File: src/rtl/count_cmd_seq_pkg.sv
`default_nettype none
// ============================================================================
// Module : count_cmd_seq_pkg
// Brief  : Shared types for the counter command sequencer: command opcodes,
//          sequencer FSM states and the default-width command record.
// Rev    : 1.0  initial release
// ============================================================================
package count_cmd_seq_pkg;

    localparam int c_DATA_W_DEF = 4;
    localparam int c_LEN_W_DEF  = 8;

    typedef enum logic [1:0] {
        OP_LOAD = 2'b00,
        OP_UP   = 2'b01,
        OP_DOWN = 2'b10,
        OP_RSVD = 2'b11
    } cmd_op_e;

    typedef enum logic [1:0] {
        ST_IDLE = 2'd0,
        ST_LOAD = 2'd1,
        ST_RUN  = 2'd2
    } cmd_state_e;

    typedef struct packed {
        cmd_op_e                 op;
        logic [c_DATA_W_DEF-1:0] data;
        logic [c_LEN_W_DEF-1:0]  len;
    } cmd_t;

    // A command occupies at least one drive cycle only if it is a LOAD or a
    // count with a non-zero length; everything else retires without driving.
    function automatic logic is_drive_cmd(input cmd_op_e op, input logic len_nz);
        return (op == OP_LOAD) || (((op == OP_UP) || (op == OP_DOWN)) && len_nz);
    endfunction

endpackage : count_cmd_seq_pkg
`default_nettype wire

File: src/rtl/count_cmd_seq_if.sv
`default_nettype none
// ============================================================================
// Module : count_cmd_seq_if
// Brief  : valid/ready command channel into the counter command sequencer.
// Rev    : 1.0  initial release
// ============================================================================
interface count_cmd_seq_if #(
    parameter int DATA_W = 4,
    parameter int LEN_W  = 8
) ();
    import count_cmd_seq_pkg::*;

    logic              cmd_valid;
    logic              cmd_ready;
    cmd_op_e           cmd_op;
    logic [DATA_W-1:0] cmd_data;
    logic [LEN_W-1:0]  cmd_len;

    modport master (
        output cmd_valid,
        output cmd_op,
        output cmd_data,
        output cmd_len,
        input  cmd_ready
    );

    modport slave (
        input  cmd_valid,
        input  cmd_op,
        input  cmd_data,
        input  cmd_len,
        output cmd_ready
    );
endinterface : count_cmd_seq_if
`default_nettype wire

File: src/rtl/count_cmd_seq_fifo.sv
`default_nettype none
// ============================================================================
// Module : count_cmd_fifo
// Brief  : Synchronous FIFO holding flattened command records. Head entry is
//          visible combinationally on rdata; push/pop are ignored when full/
//          empty respectively.
// Rev    : 1.0  initial release
// ============================================================================
module count_cmd_fifo #(
    parameter int DEPTH = 4,
    parameter int WIDTH = 14
) (
    input  wire logic             clk,
    input  wire logic             rst,
    input  wire logic             push,
    input  wire logic [WIDTH-1:0] wdata,
    input  wire logic             pop,
    output logic      [WIDTH-1:0] rdata,
    output logic                  full,
    output logic                  empty
);
    localparam int             c_AW      = $clog2(DEPTH);
    localparam logic [c_AW:0]  c_PTR_ONE = (c_AW+1)'(1);

    logic [WIDTH-1:0] r_mem [DEPTH];
    logic [c_AW:0]    r_wr_ptr;
    logic [c_AW:0]    r_rd_ptr;
    logic             w_wr_en;
    logic             w_rd_en;

    // Extra pointer MSB distinguishes full from empty when the indices match.
    assign full    = (r_wr_ptr[c_AW] != r_rd_ptr[c_AW]) &&
                     (r_wr_ptr[c_AW-1:0] == r_rd_ptr[c_AW-1:0]);
    assign empty   = (r_wr_ptr == r_rd_ptr);
    assign w_wr_en = push && !full;
    assign w_rd_en = pop && !empty;
    assign rdata   = r_mem[r_rd_ptr[c_AW-1:0]];

    // Storage array: no reset needed, validity is tracked by the pointers.
    always_ff @(posedge clk) begin
        if (w_wr_en) begin
            r_mem[r_wr_ptr[c_AW-1:0]] <= wdata;
        end
    end

    // Read/write pointers; reset flushes the queue.
    always_ff @(posedge clk or posedge rst) begin
        if (rst) begin
            r_wr_ptr <= '0;
            r_rd_ptr <= '0;
        end else begin
            if (w_wr_en) r_wr_ptr <= r_wr_ptr + c_PTR_ONE;
            if (w_rd_en) r_rd_ptr <= r_rd_ptr + c_PTR_ONE;
        end
    end
endmodule : count_cmd_fifo
`default_nettype wire

File: src/rtl/count_cmd_seq.sv
`default_nettype none
// ============================================================================
// Module : count_cmd_seq
// Brief  : Stimulus sequencer for a 4-bit up/down counter. Buffers LOAD/UP/
//          DOWN commands, drives din/load/up_down cycle-accurately and keeps
//          a registered model of the counter value (exp_count).
// Rev    : 1.0  initial release
// ============================================================================
module count_cmd_seq
    import count_cmd_seq_pkg::*;
#(
    parameter int FIFO_DEPTH = 4,
    parameter int LEN_W      = 8,
    parameter int DATA_W     = 4
) (
    input  wire logic              clk,
    input  wire logic              rst,
    count_cmd_seq_if.slave         cmd,
    output logic      [DATA_W-1:0] din,
    output logic                   load,
    output logic                   up_down,
    output logic                   busy,
    output logic                   done,
    output logic                   err,
    output logic      [DATA_W-1:0] exp_count
);
    typedef struct packed {
        cmd_op_e           op;
        logic [DATA_W-1:0] data;
        logic [LEN_W-1:0]  len;
    } entry_t;

    localparam int c_ENTRY_W = $bits(entry_t);

    entry_t             w_wr_entry;
    entry_t             w_head;
    logic [c_ENTRY_W-1:0] w_rdata;
    logic               w_full;
    logic               w_empty;
    logic               w_push;
    logic               w_pop;
    logic               w_last;
    logic               w_head_drive;

    cmd_state_e         r_state;
    cmd_state_e         w_state_nxt;
    logic [LEN_W-1:0]   r_remain;
    logic [LEN_W-1:0]   w_remain_nxt;
    logic [DATA_W-1:0]  w_din_nxt;
    logic               w_load_nxt;
    logic               w_up_down_nxt;
    logic               w_done_nxt;
    logic               w_err_nxt;

    assign cmd.cmd_ready = !w_full;
    assign w_push        = cmd.cmd_valid && !w_full;
    assign w_wr_entry    = '{op: cmd.cmd_op, data: cmd.cmd_data, len: cmd.cmd_len};
    assign w_head        = entry_t'(w_rdata);

    count_cmd_fifo #(
        .DEPTH (FIFO_DEPTH),
        .WIDTH (c_ENTRY_W)
    ) u_fifo (
        .clk   (clk),
        .rst   (rst),
        .push  (w_push),
        .wdata (w_wr_entry),
        .pop   (w_pop),
        .rdata (w_rdata),
        .full  (w_full),
        .empty (w_empty)
    );

    // Last drive cycle of the current command: hand-over point for the next.
    assign w_last = (r_state == ST_LOAD) ||
                    ((r_state == ST_RUN) && (r_remain == LEN_W'(1)));
    assign w_head_drive = is_drive_cmd(w_head.op, w_head.len != '0);

    // From the last drive cycle only a driving command is chained in, so a
    // zero-length/reserved command always retires from IDLE and its done
    // pulse never coincides with the retiring command's pulse.
    assign w_pop = !w_empty && ((r_state == ST_IDLE) || (w_last && w_head_drive));

    assign busy = (r_state != ST_IDLE) || !w_empty;

    // Next-state, run-length and counter-pin decode.
    always_comb begin
        w_state_nxt   = r_state;
        w_remain_nxt  = r_remain;
        w_din_nxt     = din;
        w_load_nxt    = load;
        w_up_down_nxt = up_down;
        w_done_nxt    = 1'b0;
        w_err_nxt     = err;

        case (r_state)
            ST_LOAD, ST_RUN: begin
                if (r_state == ST_RUN) w_remain_nxt = r_remain - LEN_W'(1);
                if (w_last) begin
                    w_state_nxt = ST_IDLE;
                    w_load_nxt  = 1'b0;
                    w_done_nxt  = 1'b1;
                end
            end
            default: ;
        endcase

        if (w_pop) begin
            case (w_head.op)
                OP_LOAD: begin
                    w_state_nxt = ST_LOAD;
                    w_load_nxt  = 1'b1;
                    w_din_nxt   = w_head.data;
                end
                OP_UP, OP_DOWN: begin
                    if (w_head.len != '0) begin
                        w_state_nxt   = ST_RUN;
                        w_remain_nxt  = w_head.len;
                        w_load_nxt    = 1'b0;
                        w_up_down_nxt = (w_head.op == OP_UP);
                    end else begin
                        w_done_nxt = 1'b1;
                    end
                end
                default: begin
                    w_err_nxt  = 1'b1;
                    w_done_nxt = 1'b1;
                end
            endcase
        end
    end

    // FSM state and output registers.
    always_ff @(posedge clk or posedge rst) begin
        if (rst) begin
            r_state  <= ST_IDLE;
            r_remain <= '0;
            din      <= '0;
            load     <= 1'b0;
            up_down  <= 1'b1;
            done     <= 1'b0;
            err      <= 1'b0;
        end else begin
            r_state  <= w_state_nxt;
            r_remain <= w_remain_nxt;
            din      <= w_din_nxt;
            load     <= w_load_nxt;
            up_down  <= w_up_down_nxt;
            done     <= w_done_nxt;
            err      <= w_err_nxt;
        end
    end

    // Counter model, fed by the pins as registered during the previous cycle.
    always_ff @(posedge clk or posedge rst) begin
        if (rst) begin
            exp_count <= '0;
        end else if (load) begin
            exp_count <= din;
        end else if (up_down) begin
            exp_count <= exp_count + DATA_W'(1);
        end else begin
            exp_count <= exp_count - DATA_W'(1);
        end
    end
endmodule : count_cmd_seq
`default_nettype wire
File: src/flat_wrapper.sv
// flat-port wrapper written by rule: the top's interface ports become plain ports
module count_cmd_seq_flat import count_cmd_seq_pkg::*;
#(
    parameter int FIFO_DEPTH = 4,
    parameter int LEN_W      = 8,
    parameter int DATA_W     = 4
)
  (clk, rst, din, load, up_down, busy, done, err, exp_count, cmd_cmd_valid, cmd_cmd_op, cmd_cmd_data, cmd_cmd_len, cmd_cmd_ready);
  count_cmd_seq_if #(.DATA_W(DATA_W), .LEN_W(LEN_W)) cmd_i ();
  input  wire logic clk;
  input  wire logic rst;
  output logic      [DATA_W-1:0] din;
  output logic load;
  output logic up_down;
  output logic busy;
  output logic done;
  output logic err;
  output logic      [DATA_W-1:0] exp_count;
  input wire logic [$bits(cmd_i.cmd_valid)-1:0] cmd_cmd_valid;
  input wire logic [$bits(cmd_i.cmd_op)-1:0] cmd_cmd_op;
  input wire logic [$bits(cmd_i.cmd_data)-1:0] cmd_cmd_data;
  input wire logic [$bits(cmd_i.cmd_len)-1:0] cmd_cmd_len;
  output wire logic [$bits(cmd_i.cmd_ready)-1:0] cmd_cmd_ready;
  assign cmd_i.cmd_valid = cmd_cmd_valid;
  assign cmd_i.cmd_op = cmd_cmd_op;
  assign cmd_i.cmd_data = cmd_cmd_data;
  assign cmd_i.cmd_len = cmd_cmd_len;
  assign cmd_cmd_ready = cmd_i.cmd_ready;
  count_cmd_seq #(.FIFO_DEPTH(FIFO_DEPTH), .LEN_W(LEN_W), .DATA_W(DATA_W)) u_core (.clk(clk), .rst(rst), .cmd(cmd_i), .din(din), .load(load), .up_down(up_down), .busy(busy), .done(done), .err(err), .exp_count(exp_count));
endmodule
File: config.mk
export PLATFORM = sky130hd
export DESIGN_NAME = count_cmd_seq_flat
export DESIGN_NICKNAME = d
export VERILOG_FILES = /design/src/rtl/count_cmd_seq_pkg.sv /design/src/rtl/count_cmd_seq_if.sv /design/src/rtl/count_cmd_seq_fifo.sv /design/src/rtl/count_cmd_seq.sv /design/src/flat_wrapper.sv
export SDC_FILE = /design/constraint.sdc
export NUM_CORES = 1
export LEC_CHECK = 0
export ABC_CLOCK_PERIOD_IN_PS = 2640
export BUFFER_PORTS_ARGS = -buffer_cell sky130_fd_sc_hd__buf_4
export CAP_MARGIN = 20
export CELL_PAD_IN_SITES_DETAIL_PLACEMENT = 1
export CELL_PAD_IN_SITES_GLOBAL_PLACEMENT = 2
export CORE_ASPECT_RATIO = 0.6
export CORE_MARGIN = 4
export CORE_UTILIZATION = 41
export CTS_BUF_LIST = sky130_fd_sc_hd__clkbuf_4
export CTS_CLUSTER_DIAMETER = 80
export DETAILED_ROUTE_END_ITERATION = 8
export PLACE_DENSITY = 0.77
export SKIP_CTS_REPAIR_TIMING = 1
export SLEW_MARGIN = 0
export SYNTH_ARGS = -nofsm -noshare
export SYNTH_HDL_FRONTEND = slang
export SYNTH_SLANG_ARGS = --single-unit
File: constraint.sdc
create_clock -name clk -period 2.64 [get_ports clk]
set_clock_uncertainty 0.2 [all_clocks]
set_input_delay 0.132 -clock clk [delete_from_list [all_inputs] [get_ports clk]]
set_output_delay 0.132 -clock clk [all_outputs]
set_load 0.05 [all_outputs]
==> out/qor.csv, run 1 <==
metric,value,unit
status,finished clean,
grt_pass1_vias,2275,
drtAntennaViolNets,0,
path_clk_slew,150,ps
cts_sinks,84,
cap_violations,0,
power_leakage,1.78,nW
viasPerCell,5.05,
antenna_found_initial,0,
powerDensity,1310,nW/um^2
grt_pass1_wl,12600,um
routed.top_layer,met4,
synth_compound_area_frac,0.0498,
crit_required,2790,ps
wl,7720,um
r2r_setup_slack,120,ps
finalHoldViolCount,0,
multiInputGateArea,1270,um^2
cts_tree,done,
cts.path.max_buffers,2,
place.detailed.hpwl,5690,um
syn-num-nets,264,
yosysTopAreaCellShare,0.456,
numCtsBuffers,9,
seq_area,2380,um^2
yosys.area_share.simple,0.0644,
hold_path_class,in -> async,
drt_pre_antenna_iters,4,
die_area,10600,um^2
portBuffers,30,
coreArea,8620,um^2
n_antenna_cell,0,
start_util,0.428,
tns,0,ps
synth_area,3690,um^2
internal_power,3.54,mW
clk_latency,450,ps
pwr-share-clk,0.144,
switchingPower,2.43,mW
synth_area_leader_cell,edfxtp_1,
crit_slowest_cell,mux4_2,
wl_met1,3940,um
yosysWarnings,0,
yosysSeqAreaShare,0.646,
syn_to_final_growth,23.5,%
seqPwrFrac,0.359,
synth.area.mux_share,0.114,
path_class,reg -> reg,
synthAdderAreaFrac,0.0597,
synth_area_per_cell,16.0,um^2
grt_max_degree,29,
ys_ff_latch,84,
ctsRootBufferMaster,clkbuf_4,
crit_path_max_incr_delay,570,ps
cp-start-kind,register,
period_needed,2520,ps
top_level_ports,31,
report.final.slew_viol_count,0,
layout-drive-gt1-share,0.329,
vdd_drop_max,447,uV
met2_length,3460,um
fin_crit_sh,0.954,
path_max_fanout,7,
synthDistinctLibCells,42,
combinationalPowerShare,0.497,
switching_share,0.407,
holdWs,103,ps
tightestPinTransition,651,ps
setup_viol,0,
synth_top_cells_by_area,"edfxtp_1 46%, dfrtp_1 18%, mux4_2 8.5%",
maxSlewHeadroom,0.565,
max_freq,397,MHz
crit_chain,buf_4 -> mux4_2 -> nor4_2 -> nand2_2 -> o31ai_4 -> mux2_1,
first_iter_violations,147,
synth-xor-area-share,0.0404,
nFillCells,839,
globalplace.congestion,0.742,
cts_max_level,3,
cp-end-kind,register,
synth_edf_count,56,
vias,2114,
grt.overflow.total,0,
synth-async-reset-ratio,0.333,
grt_usage,0.163,
drc,0,
die-width,130,um
rows,26,
dr_wl_met3,263,um
arrival,2670,ps
synth_top_family_by_area,multiplexers,
synthFlopType,edfxtp_1,
num-nets-final,336,
wl_per_cell,18.4,um
synth_cells,230,
die_y,81.5,um
layer usage:
metal  vias to the layer above  track usage
met5                         -            0
met4                         0       0.0431
met3                         6       0.0533
met2                        32        0.238
met1                      1070        0.237
li1                       1006            -
metrics by stage:
step / total power [mW] / util / instance area [um^2] / std cells / setup WS [ps]
final: 5.97 / 0.529 / 4560 / 419 / 121
after CTS: 6.02 / 0.510 / 4400 / 403 / 31.3
after global routing: 6.40 / 0.529 / 4560 / 419 / -4.10
after floorplan: 4.24 / - / 3750 / 230 / 4.92
after global placement: 5.06 / 0.491 / 4230 / 387 / 123
after detailed placement: 5.15 / 0.491 / 4230 / 387 / 35.7
power by group through the flow:
| stage | Clock (mW) | Sequential, mW | Combinational (mW) |
|---|---|---|---|
| 5_1_grt | 0.965 | 2.19 | 3.25 |
| 3_3_place_gp | 0 | 2.15 | 2.91 |
| 2_1_floorplan | 0 | 2.35 | 1.89 |
| 3_5_place_dp | 0 | 2.17 | 2.98 |
| 4_1_cts | 0.886 | 2.14 | 2.99 |
| 6_report | 0.858 | 2.14 | 2.97 |
flip-flops by register name, summed over array words and instances (netlist names):
register / flops
u_core.r_state: 2
u_core.r_remain: 8
u_core.done: 1
u_core.exp_count: 4
u_core.up_down: 1
u_core.din: 4
u_core.u_fifo.r_rd_ptr: 3
u_core.u_fifo.r_wr_ptr: 3
u_core.load: 1
u_core.u_fifo.r_mem: 56
u_core.err: 1
Yosys cell counts (all sizes together), types with 2 or more instances:
master  number
nor4         5
buf          4
a21o         2
and2         2
nor2         3
mux4        14
a21oi        7
dfrtp       27
mux2         8
edfxtp      56
xor2         9
clkbuf       2
inv         15
xnor2        8
o21ai        9
nand3        3
nand2       14
nor3         5
ha          16
and3         5
a211oi       2
final timing paths:
| kind | startpoint | to | cells after the start |
|---|---|---|---|
| max | u_core.u_fifo.r_rd_ptr[0] | u_core.u_fifo.r_rd_ptr[1] | 6 |
| min | rst | u_core.exp_count[3] | 4 |
| max reg2reg | u_core.u_fifo.r_rd_ptr[0] | u_core.u_fifo.r_rd_ptr[1] | 6 |
| min reg2reg | u_core.u_fifo.r_wr_ptr[2] | u_core.u_fifo.r_wr_ptr[2] | 1 |
| max in group asynchronous | rst | u_core.up_down | 4 |
| min in group clk | cmd_cmd_op[1] | u_core.u_fifo.r_mem[0][13] | 2 |
worst max-delay path, delay by kind of cell, from the launching register on:
kind | cells | cell delay, ps
mux | 2 | 910
buf+inv | 1 | 220
compound gates | 1 | 220
flops | 1 | 450
simple gates | 2 | 430
cells in the final DEF, fill, tap and decap left out, types with 2 or more instances in the layout:
cell type | synthesis | routed
edfxtp_1 | 56 | 56
nor3_4 | 0 | 3
inv_1 | 15 | 14
nor3_1 | 4 | 2
o21ai_0 | 7 | 6
inv_6 | 0 | 3
bufinv_16 | 0 | 2
nand3_1 | 3 | 3
ha_1 | 16 | 15
clkbuf_4 | 0 | 9
o21ai_1 | 2 | 3
mux2_2 | 6 | 6
xor2_1 | 9 | 9
nand2_2 | 1 | 2
buf_4 | 0 | 51
dfrtp_1 | 27 | 26
xnor2_1 | 8 | 8
a21oi_1 | 7 | 7
a21o_1 | 2 | 2
nor4_2 | 3 | 2
mux4_2 | 14 | 14
and3_1 | 5 | 5
nor2_1 | 3 | 3
and2_1 | 2 | 2
nand2_1 | 13 | 12
nor4_1 | 2 | 2
dlygate4sd3_1 | 0 | 16
layout make-up:
class,count,area share
clock inverter,7,0.0214
inverter,15,0.0124
multi-input combinational,125,0.278
sequential,84,0.523
timing repair buffer,67,0.119
clock buffer,9,0.0148
tap,112,0.0308
cell families after synthesis:
logic type / after synthesis
compound gates: 27
xor+xnor: 17
fa+ha+maj: 17
buf+inv: 21
flops: 84
mux: 23
simple gates: 41
(Power assumes the default switching activity.)
==> run 2, diff against run 1 <==
--- a/config.mk
+++ b/config.mk
@@ -5,7 +5,7 @@
 export SDC_FILE = /design/constraint.sdc
 export NUM_CORES = 1
 export LEC_CHECK = 0
-export ABC_CLOCK_PERIOD_IN_PS = 2640
+export ABC_CLOCK_PERIOD_IN_PS = 2300
 export BUFFER_PORTS_ARGS = -buffer_cell sky130_fd_sc_hd__buf_4
 export CAP_MARGIN = 20
 export CELL_PAD_IN_SITES_DETAIL_PLACEMENT = 1
==> constraint.sdc (replaced) <==
create_clock -name clk -period 2.3 [get_ports clk]
set_clock_uncertainty 0.2 [all_clocks]
set_input_delay 0.115 -clock clk [delete_from_list [all_inputs] [get_ports clk]]
set_output_delay 0.115 -clock clk [all_outputs]
set_load 0.05 [all_outputs]
==> out/qor.csv, run 2 (synthesis results as in run 1) <==
metric,value,unit
status,"finished, violations left",
violations,negative setup slack,
cts.path.max_buffers,2,
top_level_ports,31,
cts_sinks,84,
syn_to_final_growth,31.4,%
layout_commonest_cell,buf_4,
place.detailed.hpwl,5950,um
crit_slowest_cell,mux4_2,
grt_pass1_vias,2383,
vias,2212,
wl_per_cell,18.2,um
crit_required,2440,ps
crit_path_frequent_cell,nor3_4,
timing.rr.end,u_core.din[1],
grt_pass1_wl,13000,um
cp-end-kind,register,
path_buf_inv,2,
arrival,2690,ps
fin_crit_sh,1.11,
clk_latency,440,ps
cts_tree,done,
grt.overflow.total,0,
r2r-start,u_core.u_fifo.r_rd_ptr[0],
top_usage_layer,met2,
largest_reg_flops,56,
path_clk_slew,130,ps
met2_usage,0.250,
tightestPinTransition,401,ps
rows,26,
fin_util,0.562,
r2r_setup_slack,-250,ps
hold_path_class,in -> async,
first_iter_violations,78,
path_class,reg -> reg,
die_area,10600,um^2
grt_usage,0.167,
grt_max_degree,29,
portBuffers,30,
antenna_found_initial,0,
dp.cells,410,
drtAntennaViolNets,0,
critPathTopFamily,multiplexers,
setup_viol,21,
power_leakage,1.93,nW
cap_violations,0,
use_met1,0.246,
r2r_cells,8,
powerDensity,1530,nW/um^2
finalHoldViolCount,0,
drt_pre_antenna_iters,4,
vdd_drop_max,487,uV
place_area,4470,um^2
pre_cts_ws,-210,ps
viasPerCell,4.97,
cp-start-kind,register,
path_max_fanout,4,
die-width,130,um
die_y,81.5,um
power,7.40,mW
use_met3,0.0455,
layoutNonFillerInstCount,445,
ctsRootBufferMaster,clkbuf_4,
coreArea,8620,um^2
rsz0062_at_grt,yes,
numCtsBuffers,9,
wl,8100,um
design_area,4850,um^2
fin_ws,-251,ps
crit_chain,buf_6 -> mux4_2 -> inv_2 -> ha_4 -> nor3_4 -> nor3_4 -> nand2_2 -> mux2_4,
start_util,0.428,
n_antenna_cell,0,
final_cell_mix,"70 x buf_4, 56 x edfxtp_1, 26 x dfrtp_1",
max_freq,392,MHz
crit_path_max_incr_delay,540,ps
cts_max_level,3,
period_needed,2550,ps
report.final.slew_viol_count,0,
drc,0,
num-nets-final,362,
globalplace.congestion,0.753,
maxSlewHeadroom,0.732,
layout-drive-gt1-share,0.414,
run 2: cell count changes in the layout (fill, tap and decap cells not counted), moves of 3 or more:
cell / before / now
buf_4: 51 / 70
and3_1: 5 / 1
and3_2: 0 / 4
buf_12: 0 / 4
mux2_2: 6 / 2
mux2_4: 1 / 5
inv_6: 3 / 0
run 2: worst max path at each step:
stage | slack, ps | start | cells past startpoint | end
3_5_place_dp | -210 | u_core.u_fifo.r_rd_ptr[0] | 6 | u_core.u_fifo.r_rd_ptr[1]
4_1_cts | -240 | u_core.u_fifo.r_rd_ptr[0] | 6 | u_core.u_fifo.r_rd_ptr[1]
2_1_floorplan | -290 | u_core.u_fifo.r_rd_ptr[0] | 10 | u_core.r_remain[5]
5_1_grt | -350 | u_core.u_fifo.r_rd_ptr[0] | 8 | u_core.din[1]
6_report | -250 | u_core.u_fifo.r_rd_ptr[0] | 8 | u_core.din[1]
3_3_place_gp | -130 | u_core.u_fifo.r_rd_ptr[0] | 6 | u_core.u_fifo.r_rd_ptr[1]
run 2: area by class of cell:
type / instances / area [um^2]
repair buffers: 93 / 803
clock buffers: 10 / 75.1
flip-flops and latches: 84 / 2380
fillers: 807 / 3770
multi-input cells: 125 / 1310
inverters: 15 / 58.8
clock inverters: 6 / 73.8
well taps: 112 / 140
run 2: per-layer routing:
metal	vias to the layer above	wire (um)
li1	1059	-
met1	1100	4080
met3	10	311
met4	0	80
met5	-	0
met2	43	3630
run 2: where the power goes:
part           leakage (nW)  switching, mW  internal [mW]
sequential            0.846          0.292           2.13
clock                0.0747          0.525          0.354
combinational          1.01           2.13           1.98
total                  1.93           2.94           4.46
run 2: worst min-delay path: cells and delay by family:
family	cells	cell delay, ps
buf+inv	4	1060
run 2: per-stage QoR:
stage	hold WS (ps)	TNS, ps
after detailed placement	36.7	-3050
final	94.3	-3260
after global placement	26.3	-1140
after CTS	-472	-3830
after floorplan	-20.3	-2820
after global routing	121	-5590
==> run 3, diff against run 2 <==
--- a/config.mk
+++ b/config.mk
@@ -5,6 +5,7 @@
 export SDC_FILE = /design/constraint.sdc
 export NUM_CORES = 1
 export LEC_CHECK = 0
+export ABC_AREA = 1
 export ABC_CLOCK_PERIOD_IN_PS = 2300
 export BUFFER_PORTS_ARGS = -buffer_cell sky130_fd_sc_hd__buf_4
 export CAP_MARGIN = 20
@@ -12,11 +13,11 @@
 export CELL_PAD_IN_SITES_GLOBAL_PLACEMENT = 2
 export CORE_ASPECT_RATIO = 0.6
 export CORE_MARGIN = 4
-export CORE_UTILIZATION = 41
+export CORE_UTILIZATION = 36
 export CTS_BUF_LIST = sky130_fd_sc_hd__clkbuf_4
 export CTS_CLUSTER_DIAMETER = 80
 export DETAILED_ROUTE_END_ITERATION = 8
-export PLACE_DENSITY = 0.77
+export PLACE_DENSITY = 0.76
 export SKIP_CTS_REPAIR_TIMING = 1
 export SLEW_MARGIN = 0
 export SYNTH_ARGS = -nofsm -noshare
==> out/qor.csv, run 3 <==
metric,value,unit
grt_max_degree,29,
synth_edf_count,56,
die-width,145,um
fin_crit_sh,1.03,
path_class,reg -> reg,
rows,29,
synth_most_common_cell,nand2_1,
synth-async-reset-ratio,0.333,
tightestPinTransition,423,ps
power_leakage,2.25,nW
path_clk_slew,130,ps
globalplace.congestion,0.784,
ys_ff_latch,84,
top_level_ports,31,
cp-start-kind,register,
met2_length,4970,um
synthDistinctLibCells,34,
die_area,13100,um^2
synthFlopType,edfxtp_1,
pre_cts_ws,-218,ps
routed.top_layer,met4,
r2r_cells,12,
yosysWarnings,0,
grt_usage,0.170,
drt_pre_antenna_iters,4,
place.detailed.hpwl,7510,um
vdd_drop_max,796,uV
ctsRootBufferMaster,clkbuf_4,
crit_required,2480,ps
antenna_found_initial,0,
drtAntennaViolNets,0,
wl_per_cell,17.0,um
num-nets-final,526,
start_util,0.376,
grt_pass1_vias,3270,
coreArea,10800,um^2
layout_commonest_cell,nand2_1,
grt_pass1_wl,17400,um
cts_tree,done,
dr_wl_met3,329,um
wl,10800,um
cap_violations,0,
maxSlewHeadroom,0.718,
numCtsBuffers,9,
synth_area,4050,um^2
violations,negative setup slack,
fin_ws,-62.2,ps
viasPerCell,4.89,
largest_reg_flops,56,
die_y,90.2,um
cts.path.max_buffers,2,
max_freq,423,MHz
synth_common_cells,"131 x nand2_1, 56 x edfxtp_1, 31 x inv_1, 28 x nand3_1, 27 x dfrtp_1",
cts_max_level,3,
vias,3107,
syn_to_final_growth,28.0,%
drc,0,
cp-end-kind,register,
synth_area_leader_cell,edfxtp_1,
final_cell_mix,"125 x nand2_1, 64 x buf_4, 56 x edfxtp_1",
arrival,2540,ps
layout-drive-gt1-share,0.247,
first_iter_violations,89,
report.final.slew_viol_count,0,
synth_top_cells_by_area,"edfxtp_1 42%, dfrtp_1 17%, nand2_1 12%",
cts_sinks,84,
finalHoldViolCount,0,
portBuffers,30,
path_max_fanout,7,
period_needed,2360,ps
setup_viol,18,
clk_latency,460,ps
yosysSeqAreaShare,0.589,
status,"finished, violations left",
n_antenna_cell,0,
yosysTopAreaCellShare,0.415,
power,8.21,mW
wl_met1,5360,um
hold_depth,4,
synth_cells,405,
synth_area_per_cell,10.0,um^2
hold_path_class,in -> reg,
rsz0062_at_grt,yes,
powerDensity,1580,nW/um^2
syn-num-nets,439,
grt.overflow.total,0,
[run 3: final cells by class]
type | instances | area (um^2)
clock inverter | 6 | 63.8
sequential | 84 | 2380
clock buffer | 10 | 75.1
inverter | 34 | 135
multi-input combinational | 275 | 1580
tap | 139 | 174
timing repair buffer | 88 | 776
fill | 1225 | 5590
[run 3: power breakdown]
part	switching (mW)	internal, mW
Clock	0.534	0.344
Combinational	2.98	1.94
Sequential	0.288	2.11
[run 3: cells by family after synthesis]
logic type | count (synthesis) | synth area share
buffers and inverters | 46 | 0.0500
xor gates and xnor gates | 14 | 0.0303
and+or+nand+nor | 199 | 0.211
AOI/OAI and AO/OA | 42 | 0.0584
muxes | 3 | 0.00741
adders and majority gates | 17 | 0.0544
DFF | 84 | 0.589
[run 3: worst max-delay path: stages (launching register included)]
cell      delay [ps]
dfrtp_2          490
inv_4            110
nand2_1           70
a32oi_2          250
inv_2             80
ha_4             300
inv_6             30
a22oi_2          160
nand2_2          110
a21boi_2         210
buf_6            170
nand2_1           60
nand2_1           70
[run 3: stage by stage]
step	util	setup TNS, ps	instances	hold slack, ps	instance area, um^2
2_1_floorplan	-	-3130	405	-20.3	4140
3_3_place_gp	0.444	-15.0	600	34.3	4790
3_5_place_dp	0.444	-3480	600	44.9	4790
4_1_cts	0.457	-4160	616	-484	4930
5_1_grt	0.481	-3340	636	37.4	5180
6_report	0.481	-388	636	53.1	5180
[run 3: worst paths after layout]
check	start	end	slack, ps
setup reg to reg	u_core.u_fifo.r_rd_ptr[0]	u_core.load	-60
hold reg to reg	u_core.u_fifo.r_wr_ptr[2]	u_core.u_fifo.r_wr_ptr[2]	310
max in group asynchronous	rst	u_core.up_down	1450
hold / removal	cmd_cmd_valid	u_core.u_fifo.r_wr_ptr[1]	50
setup / recovery	u_core.u_fifo.r_rd_ptr[0]	u_core.load	-60
min in group asynchronous	rst	u_core.done	100
[run 3: per-layer routing]
metal / up-vias / global-route usage
met4: 0 / 0.0514
met5: - / 0
li1: 1524 / -
met1: 1529 / 0.232
met2: 40 / 0.270
met3: 14 / 0.0437
